`src/rtl/rda_pipe_adder.sv`:
```
// Fully pipelined recursive-doubling (Kogge-Stone) adder with valid/ready flow control.
// Per-bit kill/propagate/generate codes are resolved over log2(WIDTH) registered stages.
module rda_pipe_adder #(
    parameter int WIDTH = 8
) (
    input  logic             clk,
    input  logic             rst,
    input  logic             in_valid,
    output logic             in_ready,
    input  logic [WIDTH-1:0] a,
    input  logic [WIDTH-1:0] b,
    input  logic             cin,
    output logic             out_valid,
    input  logic             out_ready,
    output logic [WIDTH-1:0] sum,
    output logic             cout,
    output logic             ovf
);

    localparam int L = $clog2(WIDTH);

    localparam logic [1:0] KPG_K = 2'b00;
    localparam logic [1:0] KPG_P = 2'b01;
    localparam logic [1:0] KPG_G = 2'b10;

    // A propagating high element inherits the low element's status.
    function automatic logic [1:0] kpg_combine(input logic [1:0] hi, input logic [1:0] lo);
        logic [1:0] res;
        case (hi)
            KPG_P:   res = lo;
            KPG_K:   res = KPG_K;
            KPG_G:   res = KPG_G;
            default: res = KPG_K;
        endcase
        return res;
    endfunction

    logic [2*WIDTH-1:0] pf_r  [0:L];
    logic [WIDTH-1:0]   hx_r  [0:L];
    logic               cin_r [0:L];
    logic               v_r   [0:L];

    logic               out_valid_r;
    logic [WIDTH-1:0]   sum_r;
    logic               cout_r;
    logic               ovf_r;

    logic               advance_s;
    logic [2*WIDTH-1:0] kpg_s;
    logic [2*WIDTH-1:0] pf_nxt_s [1:L];
    logic [WIDTH-1:0]   carry_s;
    logic               cout_s;

    assign advance_s = out_ready | ~out_valid_r;
    assign in_ready  = advance_s;
    assign out_valid = out_valid_r;
    assign sum       = sum_r;
    assign cout      = cout_r;
    assign ovf       = ovf_r;

    // Per-bit classification; bit 0 absorbs the carry-in so the prefix needs no extra input.
    always_comb begin
        for (int i = 0; i < WIDTH; i++) begin
            if (a[i] & b[i]) begin
                kpg_s[2*i +: 2] = KPG_G;
            end else if (a[i] | b[i]) begin
                kpg_s[2*i +: 2] = KPG_P;
            end else begin
                kpg_s[2*i +: 2] = KPG_K;
            end
        end
        if (kpg_s[1:0] == KPG_P) begin
            kpg_s[1:0] = cin ? KPG_G : KPG_K;
        end else begin
            kpg_s[1:0] = kpg_s[1:0];
        end
    end

    // Doubling step j combines each element with the one 2^(j-1) positions below it.
    always_comb begin
        for (int j = 1; j <= L; j++) begin
            pf_nxt_s[j] = pf_r[j-1];
            for (int i = 0; i < WIDTH; i++) begin
                if (i >= (1 << (j-1))) begin
                    pf_nxt_s[j][2*i +: 2] = kpg_combine(pf_r[j-1][2*i +: 2],
                                                        pf_r[j-1][2*(i - (1 << (j-1))) +: 2]);
                end else begin
                    pf_nxt_s[j][2*i +: 2] = pf_r[j-1][2*i +: 2];
                end
            end
        end
    end

    // Resolved prefixes are all k or g, so a generate below bit i means a carry into bit i.
    always_comb begin
        carry_s[0] = cin_r[L];
        for (int i = 1; i < WIDTH; i++) begin
            carry_s[i] = (pf_r[L][2*(i-1) +: 2] == KPG_G);
        end
        cout_s = (pf_r[L][2*(WIDTH-1) +: 2] == KPG_G);
    end

    // Pipeline registers: global stall, bubbles shift with valid data.
    always_ff @(posedge clk) begin
        if (rst) begin
            for (int j = 0; j <= L; j++) begin
                v_r[j]   <= 1'b0;
                pf_r[j]  <= {2*WIDTH{1'b0}};
                hx_r[j]  <= {WIDTH{1'b0}};
                cin_r[j] <= 1'b0;
            end
            out_valid_r <= 1'b0;
            sum_r       <= {WIDTH{1'b0}};
            cout_r      <= 1'b0;
            ovf_r       <= 1'b0;
        end else if (advance_s) begin
            v_r[0]   <= in_valid & advance_s;
            pf_r[0]  <= kpg_s;
            hx_r[0]  <= a ^ b;
            cin_r[0] <= cin;
            for (int j = 1; j <= L; j++) begin
                v_r[j]   <= v_r[j-1];
                pf_r[j]  <= pf_nxt_s[j];
                hx_r[j]  <= hx_r[j-1];
                cin_r[j] <= cin_r[j-1];
            end
            out_valid_r <= v_r[L];
            sum_r       <= hx_r[L] ^ carry_s;
            cout_r      <= cout_s;
            ovf_r       <= carry_s[WIDTH-1] ^ cout_s;
        end
    end

endmodule
```
`config.mk`:
```
export PLATFORM = sky130hd
export DESIGN_NAME = rda_pipe_adder
export DESIGN_NICKNAME = d
export VERILOG_FILES = /design/src/rtl/rda_pipe_adder.sv
export SDC_FILE = /design/constraint.sdc
export NUM_CORES = 1
export LEC_CHECK = 0
export ABC_AREA = 1
export ABC_CLOCK_PERIOD_IN_PS = 6290
export CAP_MARGIN = 20
export CORE_ASPECT_RATIO = 1.2
export CORE_MARGIN = 2
export CORE_UTILIZATION = 64
export DETAILED_ROUTE_END_ITERATION = 10
export HOLD_SLACK_MARGIN = 0.12
export PLACE_DENSITY = 0.85
export SLEW_MARGIN = 0
export SYNTH_ARGS = -nofsm -noshare
export SYNTH_HDL_FRONTEND = slang
export SYNTH_SLANG_ARGS = --single-unit
export TNS_END_PERCENT = 10
```
`constraint.sdc`:
```
create_clock -name clk -period 6.29 [get_ports clk]
set_input_delay 0.9435 -clock clk [delete_from_list [all_inputs] [get_ports clk]]
set_output_delay 0.9435 -clock clk [all_outputs]
set_load 0.02 [all_outputs]
```
==> flow_summary.toml, run 1 <==
[critical_path]
path_class = "in2out"
cp.required_ns = 5.35
arrival_ns = 2.14
cp_max_fo = 3
endpoint_kind = "output port"
critPathLaunchType = "input port"

[logic_synthesis]
ys_ff_latch = 115
yosysTopAreaCell = "edfxtp_1"
synth_top_cells_by_area = "edfxtp_1 (54%), ha_1 (11%), nor2_4 (9.7%)"
avgSynthCellArea_sq_um = 11.5
ys_types = 19
synth_area_sq_um = 5820
syn-num-nets = 576
synth_seq_area_share_pct = 57.5
synth_cells = 506
yosysWarnings = 0
synth_top_area_share_pct = 53.7

[floorplan]
rows = 38
core_area_sq_um = 8940
start_util_pct = 65.1
die_x_um = 91.0
die_area_sq_um = 9870
io_pins = 33
die_y_um = 108

[cts]
htreeDepth = 4
numCtsBuffers = 17
cts_setup_buffers = 0
cts_resized = 0
clk_latency_ns = 0.51
clockBufferDepth = 2
cts.sinks = 115
cts_hold_buf = 0
clk_pin_slew_ns = 0.05
cts_tree = "done"
root_buffer = "clkbuf_8"

[detailed_routing]
via_per_inst = 4.81
first_iter_violations = 253
drt_pass1_iterations = 4
dr_wl_met2_mm = 4.68
met1_length_mm = 3.06
wl_mm = 8.24
wl_per_cell_um = 12.1
wl_met3_um = 317
vias = 3276
remaining_drc_errors = 0
ant_nets = 0
top_layer = "met4"

[layout]
drive_gt1_share_pct = 15.2
nFillCells = 596
fin_area_sq_um = 6720
area_delta_synth_final_pct = 15.5
layout_common_cells = "inv_1 (128), edfxtp_1 (104), nand2_1 (57)"
final-instance-count-excl-fill = 681
fin_nets = 618
finish.utilization_pct = 75.2
multiInputGateArea_sq_um = 1850
n_antenna_cell = 0
layout_commonest_cell = "inv_1"
regArea_sq_um = 3340

[run]
cap_violations = 0

[global_routing]
grt_pass1_vias = 3221
grt_max_degree = 83
grt_usage_pct = 18.8
antenna_found_initial = 0
grt_first_pass_wirelength_mm = 13.9
overflow = 0

[sta]
layout_min_cycle_time_ns = 3.08
fin_skew_ns = 0.00795
rsz0062_at_grt = "no"
slew_viol_final = 0
setup_viol = 0
min_period_over_period_pct = 49.0
hold_slack_ns = 0.449
fin_setup_tns_ns = 0
tightest_slew_ns = 0.801
relSlewSlack_pct = 46.6
fmax_ghz = 0.324
setup_ws_ns = 3.21
finalHoldViolCount = 0

[hold_path]
hold_path.class = "reg2reg"

[power_and_ir_drop]
powerDensity_nw_per_um2 = 272
p_clk_share_pct = 45.5
p_int_mw = 1.44
switching_power_uw = 389
p_comb_share_pct = 6.6
irDropWorstVdd_mv = 0.143
power_mw = 1.83
p_leak_nw = 2.73
pwr-share-seq_pct = 47.9
sw_frac_of_total_pct = 21.3

[place]
place_ws_ns = 2.98
dp_cells = 649
postPlaceCellArea_sq_um = 6190
gp_congestion = 0.725
hpwlAfterDp_mm = 5.24
port_buffers = 32

[outcome]
status = "finished clean"
-- power by group through the flow --
stage / clock [mW] / sequential [mW] / combinational, mW
4_1_cts: 0.846 / 0.877 / 0.123
6_report: 0.832 / 0.877 / 0.121
3_3_place_gp: 0 / 0.889 / 0.115
2_1_floorplan: 0 / 0.889 / 0.0953
3_5_place_dp: 0 / 0.892 / 0.121
5_1_grt: 0.882 / 0.880 / 0.137
-- metal layers --
layer,vias up,GRT usage [%]
met5,-,0
met4,0,10.2
li1,1677,-
met1,1530,18.1
met2,56,34.9
met3,13,6.55
-- cells by family (layout without fill, tap and decap cells) --
logic type,after synthesis,in the layout,synth area share (%)
AO/OA/AOI/OAI,20,20,1.72
XOR/XNOR,1,1,0.151
adder cells (fa/ha/maj),49,49,10.5
buffers and inverters,142,197,10.9
flip-flops,115,115,57.5
other,1,1,0.0644
AND/OR/NAND/NOR,178,178,19.2
-- registers in the layout (all words and copies together), names as in the netlist --
name       flops
hx_r          32
sum            8
ovf            1
v_r            4
pf_r          64
cout           1
cin_r          4
out_valid      1
-- critical path: stages --
cell	delay, ns
clkdlybuf4s50_1	0.47
inv_2	0.04
nand2_4	0.08
clkdlybuf4s50_1	0.61
-- area by class of cell --
cell class,count,area share (%)
timing repair buffer,35,5.40
clock inverter,6,0.447
inverter,130,7.28
sequential,115,49.7
multi-input combinational,249,27.5
clock buffer,26,7.41
tap,120,2.23
-- path summary, 6_finish.rpt --
path                                        startpoint                        to  slack [ns]  cells after the start
worst min register to register     sum[5]$_SDFFE_PP0N_       sum[5]$_SDFFE_PP0N_        0.45                      2
worst max-delay path                         out_ready                  in_ready        3.21                      4
worst max register to register  out_valid$_SDFFE_PP0N_  pf_r[1][3]$_SDFFCE_PP0P_        4.10                      4
worst min-delay path               sum[5]$_SDFFE_PP0N_       sum[5]$_SDFFE_PP0N_        0.45                      2
-- cells in the mapped netlist (all sizes together) --
library cell,n
inv,130
edfxtp,104
nor2,74
nand2,59
ha,49
nor3,31
a21oi,18
nand3,14
buf,12
dfxtp,11
o21ai,2
conb,1
xnor2,1
No activity file was read; power rests on OpenSTA's default activity.
==> run 2, diff against run 1 <==
- ABC_CLOCK_PERIOD_IN_PS: 6290 -> 2500
- CORE_UTILIZATION: 64 -> 54
- PLACE_DENSITY: 0.85 -> 0.76
- clock period: 6.29 -> 2.5 ns (I/O delays scaled with it)
==> run 2 against run 1 <==
Net effect: clock skew is 0.0031 ns lower; core utilization down 8.7 points; power increased to 2.7 times the previous value; combinational power grew to 2.7 times the previous value; hold slack worse by 0.0038 ns; sequential power increased to 2.5 times the previous value; critical endpoint unchanged; global-route usage shrank 3.8 points; flip-flop and latch count unchanged; register-to-register slack worse by 3.1 ns.
==> flow_summary.toml, run 2 (synthesis results as in run 1) <==
[place]
port_buffers = 32
dp_cells = 667
gp_congestion = 0.826
hpwlAfterDp_mm = 5.45

[global_routing]
grt_max_degree = 39
grt_usage_pct = 15.0
overflow = 0
grt_pass1_vias = 3143
antenna_found_initial = 0
grt_first_pass_wirelength_mm = 13.6

[sta]
setup_viol = 0
fmax_ghz = 0.477
layout_min_cycle_time_ns = 2.10
slew_viol_final = 0
hold_slack_ns = 0.445
min_period_over_period_pct = 83.9
fin_skew_ns = 0.00486
finalHoldViolCount = 0
fin_setup_tns_ns = 0
rsz0062_at_grt = "no"

[cts]
root_buffer = "clkbuf_16"
htreeDepth = 4
cts_resized = 0
clk_pin_slew_ns = 0.05
cts_tree = "done"
cts_setup_buffers = 0
clockBufferDepth = 2
cts_hold_buf = 0
cts.sinks = 115
numCtsBuffers = 17
clk_latency_ns = 0.41

[floorplan]
rows = 41
start_util_pct = 55.3
core_area_sq_um = 10500
io_pins = 33
die_area_sq_um = 11600
die_x_um = 98.8
die_y_um = 118

[detailed_routing]
drt_pass1_iterations = 4
via_per_inst = 4.71
wl_mm = 7.95
vias = 3289
ant_nets = 0
first_iter_violations = 85
remaining_drc_errors = 0
wl_per_cell_um = 11.4

[layout]
layout_common_cells = "inv_1 (128), edfxtp_1 (104), nand2_1 (57)"
area_delta_synth_final_pct = 20.2
layout_commonest_cell = "inv_1"
final-instance-count-excl-fill = 698
largest_reg_flops = 64
drive_gt1_share_pct = 17.0
fin_nets = 627
finish.utilization_pct = 66.5
top_register = "pf_r"
nFillCells = 734
n_antenna_cell = 0

[run]
cap_violations = 0

[critical_path]
critPathLaunchType = "input port"
cp_max_fo = 3
path_class = "in2out"
arrival_ns = 1.72
endpoint_kind = "output port"
cp.required_ns = 2.12

[outcome]
status = "finished clean"

[power_and_ir_drop]
powerDensity_nw_per_um2 = 714
irDropWorstVdd_mv = 0.422
p_leak_nw = 2.83

[hold_path]
hold_path.class = "reg2reg"
==> run 2: where the power goes <==
part	internal, mW	switching, mW	leakage, nW
registers	2.17	0.0369	1.34
clock network	1.67	0.789	0.295
logic	0.140	0.188	1.19
==> run 2: worst max-delay path: stages <==
cell	delay, ns
clkdlybuf4s50_1	0.62
inv_12	0.04
nand2_8	0.08
clkdlybuf4s50_1	0.60
==> run 2: area by class of cell <==
cell class / instances / area, sq um / share of cell area (%)
Clock inverter: 11 / 160 / 2.29
Tap cell: 129 / 161 / 2.31
Sequential cell: 115 / 3350 / 47.8
Inverter: 130 / 504 / 7.21
Clock buffer: 20 / 447 / 6.39
Timing Repair Buffer: 44 / 510 / 7.30
Multi-Input combinational cell: 249 / 1870 / 26.7
==> run 2: metal layers <==
metal  vias to the layer above  share of wire, %  GRT usage [%]
met2                        70                58           27.9
met3                        15               4.0           4.28
met1                      1513                36           14.7
met4                         0               2.3           7.71
li1                       1691                 -              -
met5                         -                 0              0
==> run 2: worst paths after layout <==
check | from | endpoint | slack (ns) | cells past startpoint
min reg2reg | sum[2]$_SDFFE_PP0N_ | sum[2]$_SDFFE_PP0N_ | 0.45 | 2
max | out_ready | in_ready | 0.40 | 4
max reg2reg | out_valid$_SDFFE_PP0N_ | cin_r[2]$_SDFFCE_PP0P_ | 1.03 | 4
min | sum[2]$_SDFFE_PP0N_ | sum[2]$_SDFFE_PP0N_ | 0.45 | 2
==> run 2: metrics by stage <==
step | setup WS (ns) | total power [mW] | cell area [sq um]
after floorplan | -0.144 | 2.48 | 5860
after global placement | 0.398 | 2.55 | 6390
after detailed placement | 0.384 | 2.57 | 6390
after CTS | 0.394 | 5.04 | 7000
after global routing | 0.382 | 5.15 | 7000
final | 0.403 | 4.99 | 7000
